[config.mk]
export PLATFORM = sky130hd
export DESIGN_NAME = if_layer_scheduler
export DESIGN_NICKNAME = d
export VERILOG_FILES = /design/src/rtl/if_layer_scheduler.sv
export SDC_FILE = /design/constraint.sdc
export NUM_CORES = 1
export LEC_CHECK = 0
export ABC_AREA = 0
export CAP_MARGIN = 0
export CORE_UTILIZATION = 51
export DETAILED_ROUTE_END_ITERATION = 12
export GPL_ROUTABILITY_DRIVEN = 0
export PLACE_DENSITY_LB_ADDON = 0.25
export SYNTH_ARGS = -nofsm -noshare
export SYNTH_HDL_FRONTEND = slang
export SYNTH_SLANG_ARGS = --single-unit
[constraint.sdc]
create_clock -name clk -period 1.7 [get_ports clk]
set_clock_uncertainty 0.05 [all_clocks]
set_input_delay 0.17 -clock clk [delete_from_list [all_inputs] [get_ports clk]]
set_output_delay 0.17 -clock clk [all_outputs]
set_load 0.02 [all_outputs]
[src/rtl/if_layer_scheduler.sv]
// Presentation sequencer for an if_layer: reset/clear, replay TIMESTEPS spike vectors,
// count output spikes per neuron, report counts and winner. Optional: IF_SCHED_TIMEOUT_EN.
module if_layer_scheduler #(
   parameter int unsigned NUM_INPUTS     = 4,
   parameter int unsigned NUM_OUTPUTS    = 1,
   parameter int unsigned TIMESTEPS      = 16,
   parameter int unsigned CNT_WIDTH      = 8,
   parameter int unsigned REST_CYCLES    = 2,
   parameter int unsigned TIMEOUT_CYCLES = 256,
   localparam int unsigned WIN_W         = (NUM_OUTPUTS > 1) ? $clog2(NUM_OUTPUTS) : 1
) (
   input  logic                             clk,
   input  logic                             rst,
   input  logic                             start,
   input  logic                             in_valid,
   output logic                             in_ready,
   input  logic [NUM_INPUTS-1:0]            in_spikes,
   output logic                             layer_rst,
   output logic [NUM_INPUTS-1:0]            layer_spike_in,
   input  logic [NUM_OUTPUTS-1:0]           layer_spike_out,
   output logic                             busy,
   output logic                             result_valid,
   output logic [NUM_OUTPUTS*CNT_WIDTH-1:0] result_counts,
   output logic [WIN_W-1:0]                 result_winner,
   output logic                             result_any,
   output logic                             result_timeout
);

   localparam int unsigned STEP_W = $clog2(TIMESTEPS + 1);
   localparam int unsigned REST_W = (REST_CYCLES > 1) ? $clog2(REST_CYCLES) : 1;
   localparam logic [CNT_WIDTH-1:0] CNT_MAX = '1;

   if (TIMESTEPS < 1 || REST_CYCLES < 1 || TIMEOUT_CYCLES < 1) begin : g_param_check
      $error("if_layer_scheduler: TIMESTEPS, REST_CYCLES and TIMEOUT_CYCLES must be >= 1");
   end

   typedef enum logic [2:0] {
      S_IDLE,
      S_CLEAR,
      S_RUN,
      S_DRAIN,
      S_REPORT
   } state_e;

   state_e                                  state_q;
   logic [STEP_W-1:0]                       step_q;
   logic [REST_W-1:0]                       rest_q;
   logic [NUM_OUTPUTS-1:0][CNT_WIDTH-1:0]   cnt_q;
   logic [NUM_OUTPUTS-1:0][CNT_WIDTH-1:0]   cnt_d;
   logic                                    in_ready_q;
   logic                                    busy_q;
   logic                                    layer_rst_q;
   logic [NUM_INPUTS-1:0]                   spike_q;
   logic                                    result_valid_q;
   logic [NUM_OUTPUTS*CNT_WIDTH-1:0]        result_counts_q;
   logic [WIN_W-1:0]                        winner_q;
   logic [WIN_W-1:0]                        winner_d;
   logic                                    any_q;
   logic                                    any_d;
   logic [CNT_WIDTH-1:0]                    best_c;
   logic                                    hs_c;

`ifdef IF_SCHED_TIMEOUT_EN
   localparam int unsigned IDLE_W = $clog2(TIMEOUT_CYCLES + 1);
   logic [IDLE_W-1:0]                       idle_q;
   logic                                    to_hit_q;
   logic                                    result_timeout_q;
`endif

   assign hs_c = in_valid & in_ready_q;

   // Saturating per-neuron spike counters
   always_comb begin
      cnt_d = cnt_q;
      for (int i = 0; i < int'(NUM_OUTPUTS); i++) begin
         if (layer_spike_out[i] && (cnt_q[i] != CNT_MAX)) begin
            cnt_d[i] = cnt_q[i] + CNT_WIDTH'(1);
         end
      end
   end

   // Winner: strictly greater replaces, so ties keep the lowest index
   always_comb begin
      winner_d = '0;
      best_c   = cnt_q[0];
      for (int i = 1; i < int'(NUM_OUTPUTS); i++) begin
         if (cnt_q[i] > best_c) begin
            best_c   = cnt_q[i];
            winner_d = WIN_W'(i);
         end
      end
      any_d = |cnt_q;
   end

   always_ff @(posedge clk or negedge rst) begin
      if (!rst) begin
         state_q         <= S_IDLE;
         step_q          <= '0;
         rest_q          <= '0;
         cnt_q           <= '0;
         in_ready_q      <= 1'b0;
         busy_q          <= 1'b0;
         layer_rst_q     <= 1'b1;
         spike_q         <= '0;
         result_valid_q  <= 1'b0;
         result_counts_q <= '0;
         winner_q        <= '0;
         any_q           <= 1'b0;
`ifdef IF_SCHED_TIMEOUT_EN
         idle_q           <= '0;
         to_hit_q         <= 1'b0;
         result_timeout_q <= 1'b0;
`endif
      end else begin
         result_valid_q <= 1'b0;
         unique case (state_q)
            S_IDLE: begin
               if (start) begin
                  state_q <= S_CLEAR;
                  busy_q  <= 1'b1;
                  rest_q  <= '0;
                  step_q  <= '0;
                  cnt_q   <= '0;
`ifdef IF_SCHED_TIMEOUT_EN
                  idle_q   <= '0;
                  to_hit_q <= 1'b0;
`endif
               end
            end
            S_CLEAR: begin
               if (rest_q == REST_W'(REST_CYCLES - 1)) begin
                  state_q     <= S_RUN;
                  layer_rst_q <= 1'b0;
                  in_ready_q  <= 1'b1;
               end else begin
                  rest_q <= rest_q + REST_W'(1);
               end
            end
            S_RUN: begin
               cnt_q   <= cnt_d;
               spike_q <= hs_c ? in_spikes : '0;
               if (hs_c) begin
                  step_q <= step_q + STEP_W'(1);
`ifdef IF_SCHED_TIMEOUT_EN
                  idle_q <= '0;
`endif
                  if (step_q == STEP_W'(TIMESTEPS - 1)) begin
                     state_q    <= S_DRAIN;
                     in_ready_q <= 1'b0;
                  end
               end
`ifdef IF_SCHED_TIMEOUT_EN
               else if (idle_q == IDLE_W'(TIMEOUT_CYCLES - 1)) begin
                  state_q    <= S_DRAIN;
                  in_ready_q <= 1'b0;
                  to_hit_q   <= 1'b1;
               end else begin
                  idle_q <= idle_q + IDLE_W'(1);
               end
`endif
            end
            // Final vector is on the layer this cycle; its response is still counted
            S_DRAIN: begin
               cnt_q       <= cnt_d;
               spike_q     <= '0;
               layer_rst_q <= 1'b1;
               state_q     <= S_REPORT;
            end
            S_REPORT: begin
               result_counts_q <= cnt_q;
               winner_q        <= winner_d;
               any_q           <= any_d;
               result_valid_q  <= 1'b1;
               busy_q          <= 1'b0;
               state_q         <= S_IDLE;
`ifdef IF_SCHED_TIMEOUT_EN
               result_timeout_q <= to_hit_q;
`endif
            end
            default: begin
               state_q <= S_IDLE;
            end
         endcase
      end
   end

   assign in_ready       = in_ready_q;
   assign busy           = busy_q;
   assign layer_rst      = layer_rst_q;
   assign layer_spike_in = spike_q;
   assign result_valid   = result_valid_q;
   assign result_counts  = result_counts_q;
   assign result_winner  = winner_q;
   assign result_any     = any_q;
`ifdef IF_SCHED_TIMEOUT_EN
   assign result_timeout = result_timeout_q;
`else
   assign result_timeout = 1'b0;
`endif

endmodule

==> impl_metrics.ini <==
[status]
status = finished with violations
violations = design-rule violations

[critical_path]
rrSetupSlack_ns = 0.06
critical_path.max_stage_delay_ns = 0.42
worstPathCellList = ha_1 -> nand3_1 -> o211ai_4 -> and2_2 -> a211o_2
critical_path.top_delay_family = compound AO/OA/AOI/OAI gates
rr_startpoint = best_c[1]$_DFFE_PN0P_
cp.required_ns = 1.87
cp_num_buf_inv = 0
worstRegToRegCells = 5
slowest_stage = dfrtp_1
critPathArrivalTime_ns = 1.81
path_class = reg2reg
start_kind = flop
endpoint_kind = flop
r2r-end = best_c[4]$_DFFE_PN0P_
cp_max_fo = 6

[logic_synthesis]
ys_ff_latch = 34
ys_seq_area_share_pct = 53.2
synth.distinct_cells = 42
syn_area_um2 = 1600
synthCells = 148
yosys_warnings = 0
syn_area_per_cell_um2 = 10.8

[power_and_ir_drop]
p_per_area_nw_per_um2 = 1310
p_clk_share_pct = 17.1
p_seq_share_pct = 43.1
p_switching_w = 0.000957
power_leakage_nw = 0.974
switching_share_pct = 35.7
pwr-share-comb_pct = 39.9
max-vdd-ir-drop_mv = 0.962
p_int_w = 0.00172

[clocking]
htree_levels = 2
worstSkewPairLatency_ns = 0.33
tritoncts = built
cts_inserted_buffers = 5
cts-root-buf = clkbuf_4
cts.clk_slew.worst_paths_ns = 0.11
cts_num_sinks = 34
clockBufferDepth = 2

[sta]
rsz0062_at_grt = no
holdWs_ns = 0.181
hold_viol = 0
period_share_pct = 96.5
tns_ns = 0
min_period_ns = 1.64
max_freq_mhz = 610
setup_viol = 0
maxSlewViolCount = 0

[finish]
final_cell_mix = 33 x dfrtp_1, 24 x clkdlybuf4s50_1, 16 x nand3_1, 16 x buf_4, 10 x o21ai_0
antenna_cells = 0
nFillCells = 214
final_common_cell = dfrtp_1
drive_above_1_share_pct = 21.6
fin_util_pct = 71.2
area_growth_pct = 27.8
nets = 202

[drt]
firstDrtPassIters = 8
wirelength_um = 3280
vias = 1246
drtIter0Drc = 47
drc = 1
drtAntennaViolNets = 0
wl_per_cell_um = 14.1
viasPerCell = 5.37

[floorplan]
die_area_um2 = 3370
start_util_pct = 55.7
die_h_um = 58.1
core_um2 = 2880
chipWidth_um = 58.1
io_pins = 28
rows = 19

[global_route]
antenna_found_initial = 0
grt_pass1_wl_um = 5860
grt_pass1_vias = 1296
grt-ovfl-total = 0
grt_max_degree = 35
grt_use_total_pct = 23.0

[job]
cap_viol_max_count = 0

[place]
dp.final_hpwl_um = 2390
portBuffers = 25

[min_path]
hp-class = in2async
-- worst max-delay path by stage --
stage,from,to,slack [ns],cells past startpoint
after global routing,best_c[1]$_DFFE_PN0P_,best_c[3]$_DFFE_PN0P_,0.004,6
after global placement,best_c[1]$_DFFE_PN0P_,best_c[4]$_DFFE_PN0P_,0.15,5
after detailed placement,best_c[1]$_DFFE_PN0P_,best_c[3]$_DFFE_PN0P_,0.04,6
after floorplan,best_c[0]$_DFFE_PN0P_,best_c[4]$_DFFE_PN0P_,0.15,5
final,best_c[1]$_DFFE_PN0P_,best_c[4]$_DFFE_PN0P_,0.06,5
after CTS,layer_rst$_DFFE_PN1P_,layer_rst,0.009,1
-- logic make-up (layout without fill, tap and decap cells) --
| group | after synthesis | after routing | synth area share [%] |
|---|---|---|---|
| flops | 34 | 34 | 53.2 |
| buf+inv | 17 | 58 | 5.39 |
| other cells | 1 | 2 | 0.234 |
| compound gates | 28 | 28 | 11.8 |
| simple gates | 52 | 52 | 18.4 |
| fa+ha+maj | 4 | 4 | 3.12 |
| mux | 9 | 9 | 6.25 |
| xor+xnor | 3 | 3 | 1.64 |
-- power groups by stage --
stage / combinational, W / sequential, W / clock [W]
floorplan: 0.000529 / 0.00126 / 0
global placement: 0.00100 / 0.00116 / 0
detailed placement: 0.00104 / 0.00118 / 0
CTS: 0.00104 / 0.00116 / 0.000475
global route: 0.00118 / 0.00118 / 0.000502
finish: 0.00107 / 0.00115 / 0.000457
-- sequential cells by signal, indices dropped and copies added (netlist names) --
register,flops
result_counts,8
in_ready,1
layer_rst,1
step_q,5
rest_q,1
result_valid,1
busy,1
state_q,3
result_any,1
layer_spike_in,4
best_c,8
-- Yosys cell counts (all sizes together) --
library cell	n	area share, %
and2	6	2.4
buf	7	3.0
nand2b	2	0.78
a21oi	4	1.2
xnor2	3	1.6
a211o	2	1.2
nor4	1	0.39
and2b	1	0.55
clkbuf	1	0.23
or3	1	0.39
o22ai	1	0.39
conb	1	0.23
nand2	8	1.9
o31ai	1	0.47
dfrtp	33	52
and3	3	1.2
nand4	2	1.2
o21ai	10	3.1
ha	4	3.1
inv	9	2.1
nor3	4	1.6
nand3	16	5.0
nor2	5	1.3
a22o	5	2.7
a21o	2	0.94
mux2i	1	0.62
nor2b	1	0.39
o22a	1	0.55
o211ai	1	0.78
mux2	8	5.6
dfstp	1	1.6
and4bb	1	0.78
nor4b	1	0.55
a31oi	1	0.39
-- per-stage QoR --
step | instance area (um2) | setup WS (ns) | total power (W) | cells
after CTS | 2020 | 0.00943 | 0.00268 | 230
after global placement | 1960 | 0.148 | 0.00217 | 222
after detailed placement | 1960 | 0.0424 | 0.00221 | 222
after global routing | 2050 | 0.00363 | 0.00287 | 232
after floorplan | 1610 | 0.154 | 0.00179 | 149
final | 2050 | 0.0603 | 0.00268 | 232
-- metal layers --
layer	wire length (um)	track usage [%]	vias to the layer above
li1	-	-	599
met1	1390	28.6	602
met2	1670	37.6	41
met3	200	6.92	4
met4	22	9.18	0
met5	0	0	-
-- timing repair --
action,CTS,global route
hold buffers,0,0
endpoints found under the setup margin,0,3
buffers inserted,0,2
gates resized for setup,0,2
-- final cells by class --
| type | instances | area, um2 | share of cell area, % |
|---|---|---|---|
| sequential | 34 | 852 | 41.6 |
| multi-input combinational | 98 | 677 | 33.0 |
| timing repair buffer | 41 | 373 | 18.2 |
| clock buffer | 7 | 55.1 | 2.69 |
| tap | 42 | 52.6 | 2.57 |
| inverter | 9 | 33.8 | 1.65 |
| clock inverter | 1 | 5.00 | 0.244 |
No activity file was read; power rests on OpenSTA's default activity.
